--- src/rtl/chess_pkg.sv ---
// chess_pkg: shared types and constants for the chess clock turn controller.
//   state_t          game FSM state (IDLE, RUN1, RUN2, OVER)
//   TIME_W           width of the per-player remaining-time values
//   DIV_DEFAULT      default CLK cycles per one-second decrement tick
//   DEB_LEN_DEFAULT  default number of stable samples to accept a button level
//   is_run()         true for the two states in which a clock is running
package chess_pkg;

  localparam int TIME_W          = 4;
  localparam int DIV_DEFAULT     = 50_000_000;
  localparam int DEB_LEN_DEFAULT = 16;

  typedef enum logic [1:0] {
    IDLE = 2'd0,
    RUN1 = 2'd1,
    RUN2 = 2'd2,
    OVER = 2'd3
  } state_t;

  function automatic logic is_run(input state_t s);
    return (s == RUN1) || (s == RUN2);
  endfunction

endpackage

--- src/rtl/chess_turn_ctrl_btn_debounce.sv ---
// btn_debounce: synchronizes a raw asynchronous push button, accepts a new
// level only after DEB_LEN consecutive identical synchronized samples, and
// emits a single-cycle pulse when the accepted level goes 0 -> 1.
//   CLK    system clock
//   CLR    asynchronous active-high reset (all state to 0)
//   BTN    raw asynchronous button input
//   PRESS  registered one-cycle pulse on an accepted press
module btn_debounce
  import chess_pkg::*;
#(
  parameter int DEB_LEN = DEB_LEN_DEFAULT
) (
  input  logic CLK,
  input  logic CLR,
  input  logic BTN,
  output logic PRESS
);

  localparam int CNT_W = (DEB_LEN > 1) ? $clog2(DEB_LEN) : 1;

  logic             sync1;
  logic             sync2;
  logic             stable;
  logic [CNT_W-1:0] cnt;
  logic             differ;
  logic             accept;

  // cnt holds how many consecutive samples before this one already differed
  // from the accepted level; the DEB_LEN-th differing sample is accepted.
  assign differ = (sync2 != stable);
  assign accept = differ && (cnt == CNT_W'(DEB_LEN - 1));

  always_ff @(posedge CLK or posedge CLR) begin
    if (CLR) begin
      sync1  <= 1'b0;
      sync2  <= 1'b0;
      stable <= 1'b0;
      cnt    <= '0;
      PRESS  <= 1'b0;
    end else begin
      sync1 <= BTN;
      sync2 <= sync1;
      if (!differ) begin
        cnt <= '0;
      end else if (accept) begin
        cnt    <= '0;
        stable <= sync2;
      end else begin
        cnt <= cnt + CNT_W'(1);
      end
      PRESS <= accept && sync2;
    end
  end

endmodule

--- src/rtl/chess_turn_ctrl.sv ---
// chess_turn_ctrl: turn and tick controller feeding the two-player chess
// clock down-counter. Debounces both turn buttons, divides CLK to the
// decrement tick, runs the game FSM and watches the fed-back times for a
// flag fall.
//   CLK, CLR     clock; asynchronous active-high reset
//   START        level; IDLE -> RUN1 and OVER -> IDLE
//   BTN1, BTN2   raw player buttons (end own turn)
//   TIM1, TIM2   remaining times read back from the counter
//   CE           registered one-cycle decrement enable
//   PLAYER       registered; 1 = player 1 running, 0 = player 2
//   STOP         registered; 1 in IDLE and OVER
//   FLAG1/FLAG2  registered sticky time-out flags, cleared on leaving OVER
//   dbg_state    current FSM state for observation
module chess_turn_ctrl
  import chess_pkg::*;
#(
  parameter int DIV     = DIV_DEFAULT,
  parameter int DEB_LEN = DEB_LEN_DEFAULT
) (
  input  logic              CLK,
  input  logic              CLR,
  input  logic              START,
  input  logic              BTN1,
  input  logic              BTN2,
  input  logic [TIME_W-1:0] TIM1,
  input  logic [TIME_W-1:0] TIM2,
  output logic              CE,
  output logic              PLAYER,
  output logic              STOP,
  output logic              FLAG1,
  output logic              FLAG2,
  output state_t            dbg_state
);

  localparam int PRE_W = $clog2(DIV);

  state_t           state;
  state_t           state_next;
  logic [PRE_W-1:0] pres;
  logic [PRE_W-1:0] pres_next;
  logic             tick;
  logic             press1;
  logic             press2;
  logic             flag1_next;
  logic             flag2_next;
  logic             ce_next;
  logic             player_next;
  logic             stop_next;
  logic             active_nz;

  btn_debounce #(.DEB_LEN(DEB_LEN)) u_deb1 (
    .CLK   (CLK),
    .CLR   (CLR),
    .BTN   (BTN1),
    .PRESS (press1)
  );

  btn_debounce #(.DEB_LEN(DEB_LEN)) u_deb2 (
    .CLK   (CLK),
    .CLR   (CLR),
    .BTN   (BTN2),
    .PRESS (press2)
  );

  assign tick      = (pres == PRE_W'(DIV - 1));
  assign dbg_state = state;

  always_comb begin
    state_next  = state;
    flag1_next  = FLAG1;
    flag2_next  = FLAG2;
    active_nz   = 1'b0;
    player_next = PLAYER;
    pres_next   = '0;

    // The flag check is tested before the button so a press arriving with
    // the active time already at zero still ends the game.
    case (state)
      IDLE: if (START) state_next = RUN1;
      RUN1: begin
        if (TIM1 == '0) begin
          state_next = OVER;
          flag1_next = 1'b1;
        end else if (press1) begin
          state_next = RUN2;
        end
      end
      RUN2: begin
        if (TIM2 == '0) begin
          state_next = OVER;
          flag2_next = 1'b1;
        end else if (press2) begin
          state_next = RUN1;
        end
      end
      OVER: begin
        if (START) begin
          state_next = IDLE;
          flag1_next = 1'b0;
          flag2_next = 1'b0;
        end
      end
      default: state_next = IDLE;
    endcase

    // The prescaler only advances while a clock runs across the edge, so it
    // is 0 on entry to RUN1 and drops to 0 as soon as the game ends; a turn
    // switch keeps the fractional second.
    if (is_run(state) && is_run(state_next)) begin
      pres_next = tick ? '0 : pres + PRE_W'(1);
    end

    // Outputs follow the next state; CE is withheld when the time that
    // would be decremented is already 0, so the counter never wraps.
    case (state_next)
      RUN1: begin
        active_nz   = (TIM1 != '0);
        player_next = 1'b1;
      end
      RUN2: begin
        active_nz   = (TIM2 != '0);
        player_next = 1'b0;
      end
      IDLE:    player_next = 1'b1;
      default: player_next = PLAYER;
    endcase

    ce_next   = tick && active_nz;
    stop_next = !is_run(state_next);
  end

  always_ff @(posedge CLK or posedge CLR) begin
    if (CLR) begin
      state  <= IDLE;
      pres   <= '0;
      CE     <= 1'b0;
      PLAYER <= 1'b1;
      STOP   <= 1'b1;
      FLAG1  <= 1'b0;
      FLAG2  <= 1'b0;
    end else begin
      state  <= state_next;
      pres   <= pres_next;
      CE     <= ce_next;
      PLAYER <= player_next;
      STOP   <= stop_next;
      FLAG1  <= flag1_next;
      FLAG2  <= flag2_next;
    end
  end

endmodule

--- config.mk ---
export PLATFORM = sky130hd
export DESIGN_NAME = chess_turn_ctrl
export DESIGN_NICKNAME = d
export VERILOG_FILES = /design/src/rtl/chess_pkg.sv /design/src/rtl/chess_turn_ctrl_btn_debounce.sv /design/src/rtl/chess_turn_ctrl.sv
export SDC_FILE = /design/constraint.sdc
export NUM_CORES = 1
export LEC_CHECK = 0
export BUFFER_PORTS_ARGS = -buffer_cell sky130_fd_sc_hd__clkbuf_2
export CAP_MARGIN = 20
export CORE_ASPECT_RATIO = 1.5
export CORE_MARGIN = 2
export CORE_UTILIZATION = 40
export CTS_BUF_LIST = sky130_fd_sc_hd__clkbuf_2 sky130_fd_sc_hd__clkbuf_4 sky130_fd_sc_hd__clkbuf_8
export CTS_CLUSTER_DIAMETER = 200
export DETAILED_ROUTE_END_ITERATION = 6
export SYNTH_ARGS = -nofsm -noshare
export SYNTH_HDL_FRONTEND = slang
export SYNTH_HIERARCHICAL = 1
export SYNTH_SLANG_ARGS = --single-unit
--- constraint.sdc ---
create_clock -name CLK -period 2.95 [get_ports CLK]
set_input_delay 0.885 -clock CLK [delete_from_list [all_inputs] [get_ports CLK]]
set_output_delay 0.885 -clock CLK [all_outputs]
set_load 0.01 [all_outputs]
## Word level (Yosys, flattened, before mapping)

Index checks and enable logic that the tools add are counted.

| word-level totals | value |
|---|---|
| input port bits | 13 |
| word-level logic and storage cells | 76 |
| flip-flop bits (word level) | 49 |
| output and inout bits | 7 |

| cells by class | value |
|---|---|
| reductions and logical operators | 23 |
| muxes and demuxes | 20 |
| add/subtract/negate cells | 3 |
| equal/unequal tests | 13 |

Operators with widths:

| kind | number |
|---|---|
| $mux W26 | 2 |
| $add A26 B1 Y26 const B | 1 |
| $eq A26 B26 Y1 const B | 1 |
| $mux W4 | 4 |
| $mux W2 | 6 |
| $add A4 B1 Y4 const B | 2 |
| $eq A4 B4 Y1 const B | 2 |
| $logic_not A4 Y1 | 2 |
| $pmux W1 S2 | 4 |
| $pmux W2 S4 | 1 |
| $reduce_bool A4 Y1 | 2 |
| $eq A2 B2 Y1 const B | 3 |
| $logic_and A1 B1 Y1 | 6 |
| $ne A2 B2 Y1 const B | 3 |
| $reduce_and A3 Y1 | 2 |
| $reduce_bool A2 Y1 | 3 |
| $eq A2 B1 Y1 const B | 2 |
| $logic_not A2 Y1 | 2 |
| $reduce_and A2 Y1 | 2 |
| $mux W1 | 3 |
| $logic_or A1 B1 Y1 | 2 |
| $ne A1 B1 Y1 | 2 |
| $reduce_or A2 Y1 | 1 |
| $logic_not A1 Y1 | 1 |

## Depth between registers and ports, before layout

| depth | value |
|---|---|
| depth in word-level cells | 7 |
| mapped depth | 10 |

## By module

The synthesis kept the hierarchy.

Modules (own cells, without submodules):

| module | sequential area each (sq um) | area each (sq um) | instances | cells each |
|---|---|---|---|---|
| chess_turn_ctrl | 828.3 | 1828.0 | 1 | 194 |
| btn_debounce | 200.2 | 307.8 | 2 | 21 |

## Worst setup path before layout

OpenSTA, ideal clock, no wires.

| path | value |
|---|---|
| path type | input to register |
| from | input port TIM2[1] |
| to | register pres[3] |
| data required time | 2829 ps |
| slack | 423 ps |
| arrival | 2405 ps |
| cell stages on the path | 8 |
| library setup time | 121 ps |
| cells stage by stage | nor4_1 o21ai_0 o2bb2ai_1 a22oi_1 ha_1 o311ai_2 buf_2 nor2_1 |

| between the ends | value |
|---|---|
| cells in the longest elaborated chain, start to end | 7 |
| elaborated cells between the ends (all ways) | 8 |
| classes of those cells | 2 x eq/ne; 3 x mux; 3 x reduce/logical |

Ends and longest elaborated chain:

| item | RTL line | source |
|---|---|---|
| start: declaration | chess_turn_ctrl.sv:26 | `input logic [TIME_W-1:0] TIM2,` |
| $logic_not A4 Y1 * | chess_turn_ctrl.sv:89 | `if (TIM2 == '0) begin` |
| $mux W2 * | chess_turn_ctrl.sv:89 |  |
| $pmux W2 S4 * | chess_turn_ctrl.sv:78 | `case (state)` |
| via state_next[0] | chess_turn_ctrl.sv:38 | `state_t state_next;` |
| $eq A2 B1 Y1 or $eq A2 B2 Y1 (tied branches) | chess_pkg.sv:21 | `return (s == RUN1) \|\| (s == RUN2);` |
| $logic_or A1 B1 Y1 * | chess_pkg.sv:21 |  |
| $logic_and A1 B1 Y1 * | chess_turn_ctrl.sv:109 | `if (is_run(state) && is_run(state_next)) begin` |
| $mux W26 * | chess_turn_ctrl.sv:109 |  |
| via pres_next[3] | chess_turn_ctrl.sv:40 | `logic [PRE_W-1:0] pres_next;` |
| end signal: assignment | chess_turn_ctrl.sv:143 | `pres <= pres_next;` |
| end: declaration | chess_turn_ctrl.sv:39 | `logic [PRE_W-1:0] pres;` |

The timed path passes the listed nets; every way through them passes the cells marked *.
A chain may end at the register's enable or synchronous reset.

## Worst setup path in the final report

| path | value |
|---|---|
| from | input port TIM2[1] |
| to | register pres[5] |

Same word-level chain as after synthesis.

==> flow_metrics.env <==
export IMPL_hold_violations=0
export IMPL_end_kind="flop"
export IMPL_cts_tree="built"
export IMPL_firstDrtPassIters=4
export IMPL_min_path_type="flop to flop"
export IMPL_first_global_vias=1908
export IMPL_drive_gt1_frac=0.154
export IMPL_buffer_ports_inserted=19
export IMPL_peakVddDrop_mv=0.305
export IMPL_final_cell_area_mm2=0.00275
export IMPL_place_inst=323
export IMPL_cp_start_kind="primary input"
export IMPL_layout_common_cells="dfrtp_1 (47), clkbuf_2 (19), nor2_1 (17), a21oi_1 (16), nand2_1 (15)"
export IMPL_nFillCells=547
export IMPL_required_ns=3.15
export IMPL_wirelength_um=4590
export IMPL_gp_congestion=0.766
export IMPL_hold_ws_ns=0.357
export IMPL_final_common_cell="dfrtp_1"
export IMPL_n_antenna_cell=0
export IMPL_grt_use_total=0.155
export IMPL_syn_inst=236
export IMPL_synth_lib_cells_used_distinct=42
export IMPL_min_period_ns=2.36
export IMPL_io_pins=20
export IMPL_crit_arrival_ns=2.56
export IMPL_row_count=34
export IMPL_final_setup_viol_count=0
export IMPL_ys_warn_count=6
export IMPL_cts_setup_buffers=0
export IMPL_stdcell_count=331
export IMPL_ant_nets=0
export IMPL_syn_area_per_cell_um2=10.4
export IMPL_multi_input_comb_area_mm2=0.00114
export IMPL_fp_dieH_um=99.7
export IMPL_via_count=1824
export IMPL_viasPerCell=5.51
export IMPL_overflow=0
export IMPL_cts_made_buffers=5
export IMPL_synthArstFlopShare=1.00
export IMPL_p_leak_nw=1.20
export IMPL_worstPathCellList="clkbuf_2 -> nor4_1 -> o21ai_0 -> o2bb2ai_1 -> a22oi_1 -> ha_1 -> o311ai_2 -> buf_12 -> nor2_1"
export IMPL_synth_fp_nets=259
export IMPL_nets=281
export IMPL_syn_area_mm2=0.00244
export IMPL_slew_headroom=0.709
export IMPL_clk_pin_slew_worst_paths_ns=0.09
export IMPL_placed_area_mm2=0.00263
export IMPL_synth_edf_count=0
export IMPL_report_power_total_mw=1.73
export IMPL_cts_resized_gates=0
export IMPL_critPathBufInv=2
export IMPL_crit_fanout=24
export IMPL_drt_initial_drc_count=54
export IMPL_tightest_slew_ns=0.437
export IMPL_ys_ff_latch=49
export IMPL_synth_top_flop_cell="dfrtp_1"
export IMPL_area_growth_pct=12.5
export IMPL_fin_skew_ns=0.00623
export IMPL_critPathSlowestCell="nor4_1"
export IMPL_grt_max_degree=34
export IMPL_drc=0
export IMPL_finalSetupTns_ns=0
export IMPL_powerDensity_mw_per_mm2=628
export IMPL_drv_cap=0
export IMPL_slowest_delay_ns=0.34
export IMPL_cts_hold_buf=0
export IMPL_die_area_mm2=0.00676
export IMPL_grt_pass1_wl_um=8170
export IMPL_root_buffer="clkbuf_8"
export IMPL_dpl_hpwl_um=3230
export IMPL_rsz0062_at_grt="false"
export IMPL_dpl_worst_slack_ns=0.269
export IMPL_die_w_um=67.8
export IMPL_crit_type="primary input to flop"
export IMPL_status="finished clean"
export IMPL_wl_per_cell_um=13.9
export IMPL_clkLatencyLatePin_ns=0.30
export IMPL_seq_area_frac_synth=0.503
export IMPL_clockBufferDepth=2
export IMPL_htree_levels=2
export IMPL_regArea_mm2=0.00123
export IMPL_maxClockFrequency_ghz=0.423
export IMPL_cts_sinks=49
export IMPL_drv_slew=0
export IMPL_fin_ws_ns=0.585
export IMPL_worst_path_dominant_cell_family="compound AO/OA/AOI/OAI gates"
export IMPL_post_route_util=0.468
export IMPL_core_region_area_mm2=0.00587
export IMPL_start_util=0.416
export IMPL_period_share=0.802
export IMPL_antenna_found_initial=0
[cell families (layout without fill, tap and decap cells)]
group / Yosys count / count (layout) / synth area share
buf+inv: 18 / 41 / 0.0307
xor+xnor: 15 / 15 / 0.0538
compound gates: 52 / 52 / 0.136
simple gates: 90 / 90 / 0.213
mux: 2 / 2 / 0.0123
fa+ha+maj: 10 / 10 / 0.0512
flops: 49 / 49 / 0.503
[final timing paths]
| check | slack [ns] | endpoint | startpoint | cells past startpoint |
|---|---|---|---|---|
| worst max-delay path | 0.59 | pres[5] | TIM2[1] | 9 |
| worst min-delay path | 0.36 | u_deb2/sync2 | u_deb2/sync1 | 0 |
| worst max register to register | 0.69 | pres[15] | dbg_state[0] | 9 |
| worst min register to register | 0.36 | u_deb2/sync2 | u_deb2/sync1 | 0 |
| max in group asynchronous | 1.94 | STOP | CLR | 3 |
| min in group asynchronous | 0.52 | u_deb1/cnt[2] | CLR | 2 |
[cell usage after synthesis, types with 3 or more instances]
cell type	n	share of area
and3_1	4	0.010
or4_1	6	0.018
nor2_1	17	0.026
or3_1	10	0.026
clkbuf_1	3	0.0046
o21ai_0	13	0.027
nand3_1	9	0.018
inv_1	11	0.017
buf_2	3	0.0061
and4_1	3	0.011
xor2_1	10	0.036
a21oi_1	16	0.033
o31ai_1	5	0.015
dfrtp_1	47	0.48
nand2_1	15	0.023
a21o_1	3	0.0092
xnor2_1	5	0.018
ha_1	10	0.051
nand4_1	7	0.018
a22o_1	3	0.011
a311oi_1	4	0.014
[where the power goes]
group | total (mW) | internal, mW | switching [mW]
logic | 0.466 | 0.191 | 0.274
clock network | 0.504 | 0.276 | 0.228
registers | 0.758 | 0.724 | 0.0338
total | 1.73 | 1.19 | 0.536
[area by class of cell]
type                            count  share of cell area
Sequential cell                    49               0.447
Tap cell                           72              0.0328
Clock inverter                      2              0.0136
Multi-Input combinational cell    169               0.414
Inverter                           11              0.0150
Timing Repair Buffer               22              0.0473
Clock buffer                        6              0.0300
[sequential cells by signal (all words and copies together) (netlist names)]
register / flops
pres: 26
u_deb1/cnt: 4
u_deb2/cnt: 4
dbg_state: 2
CE: 1
FLAG1: 1
FLAG2: 1
PLAYER: 1
STOP: 1
u_deb1/PRESS: 1
u_deb1/stable: 1
u_deb1/sync1: 1
u_deb1/sync2: 1
u_deb2/PRESS: 1
u_deb2/stable: 1
u_deb2/sync1: 1
u_deb2/sync2: 1
[metal layers]
metal | GRT usage | wire (µm)
met1 | 0.172 | 1980
met5 | 0 | 0
met3 | 0.0317 | 102
met2 | 0.276 | 2420
met4 | 0.0677 | 91
No activity file was read; power rests on OpenSTA's default activity.
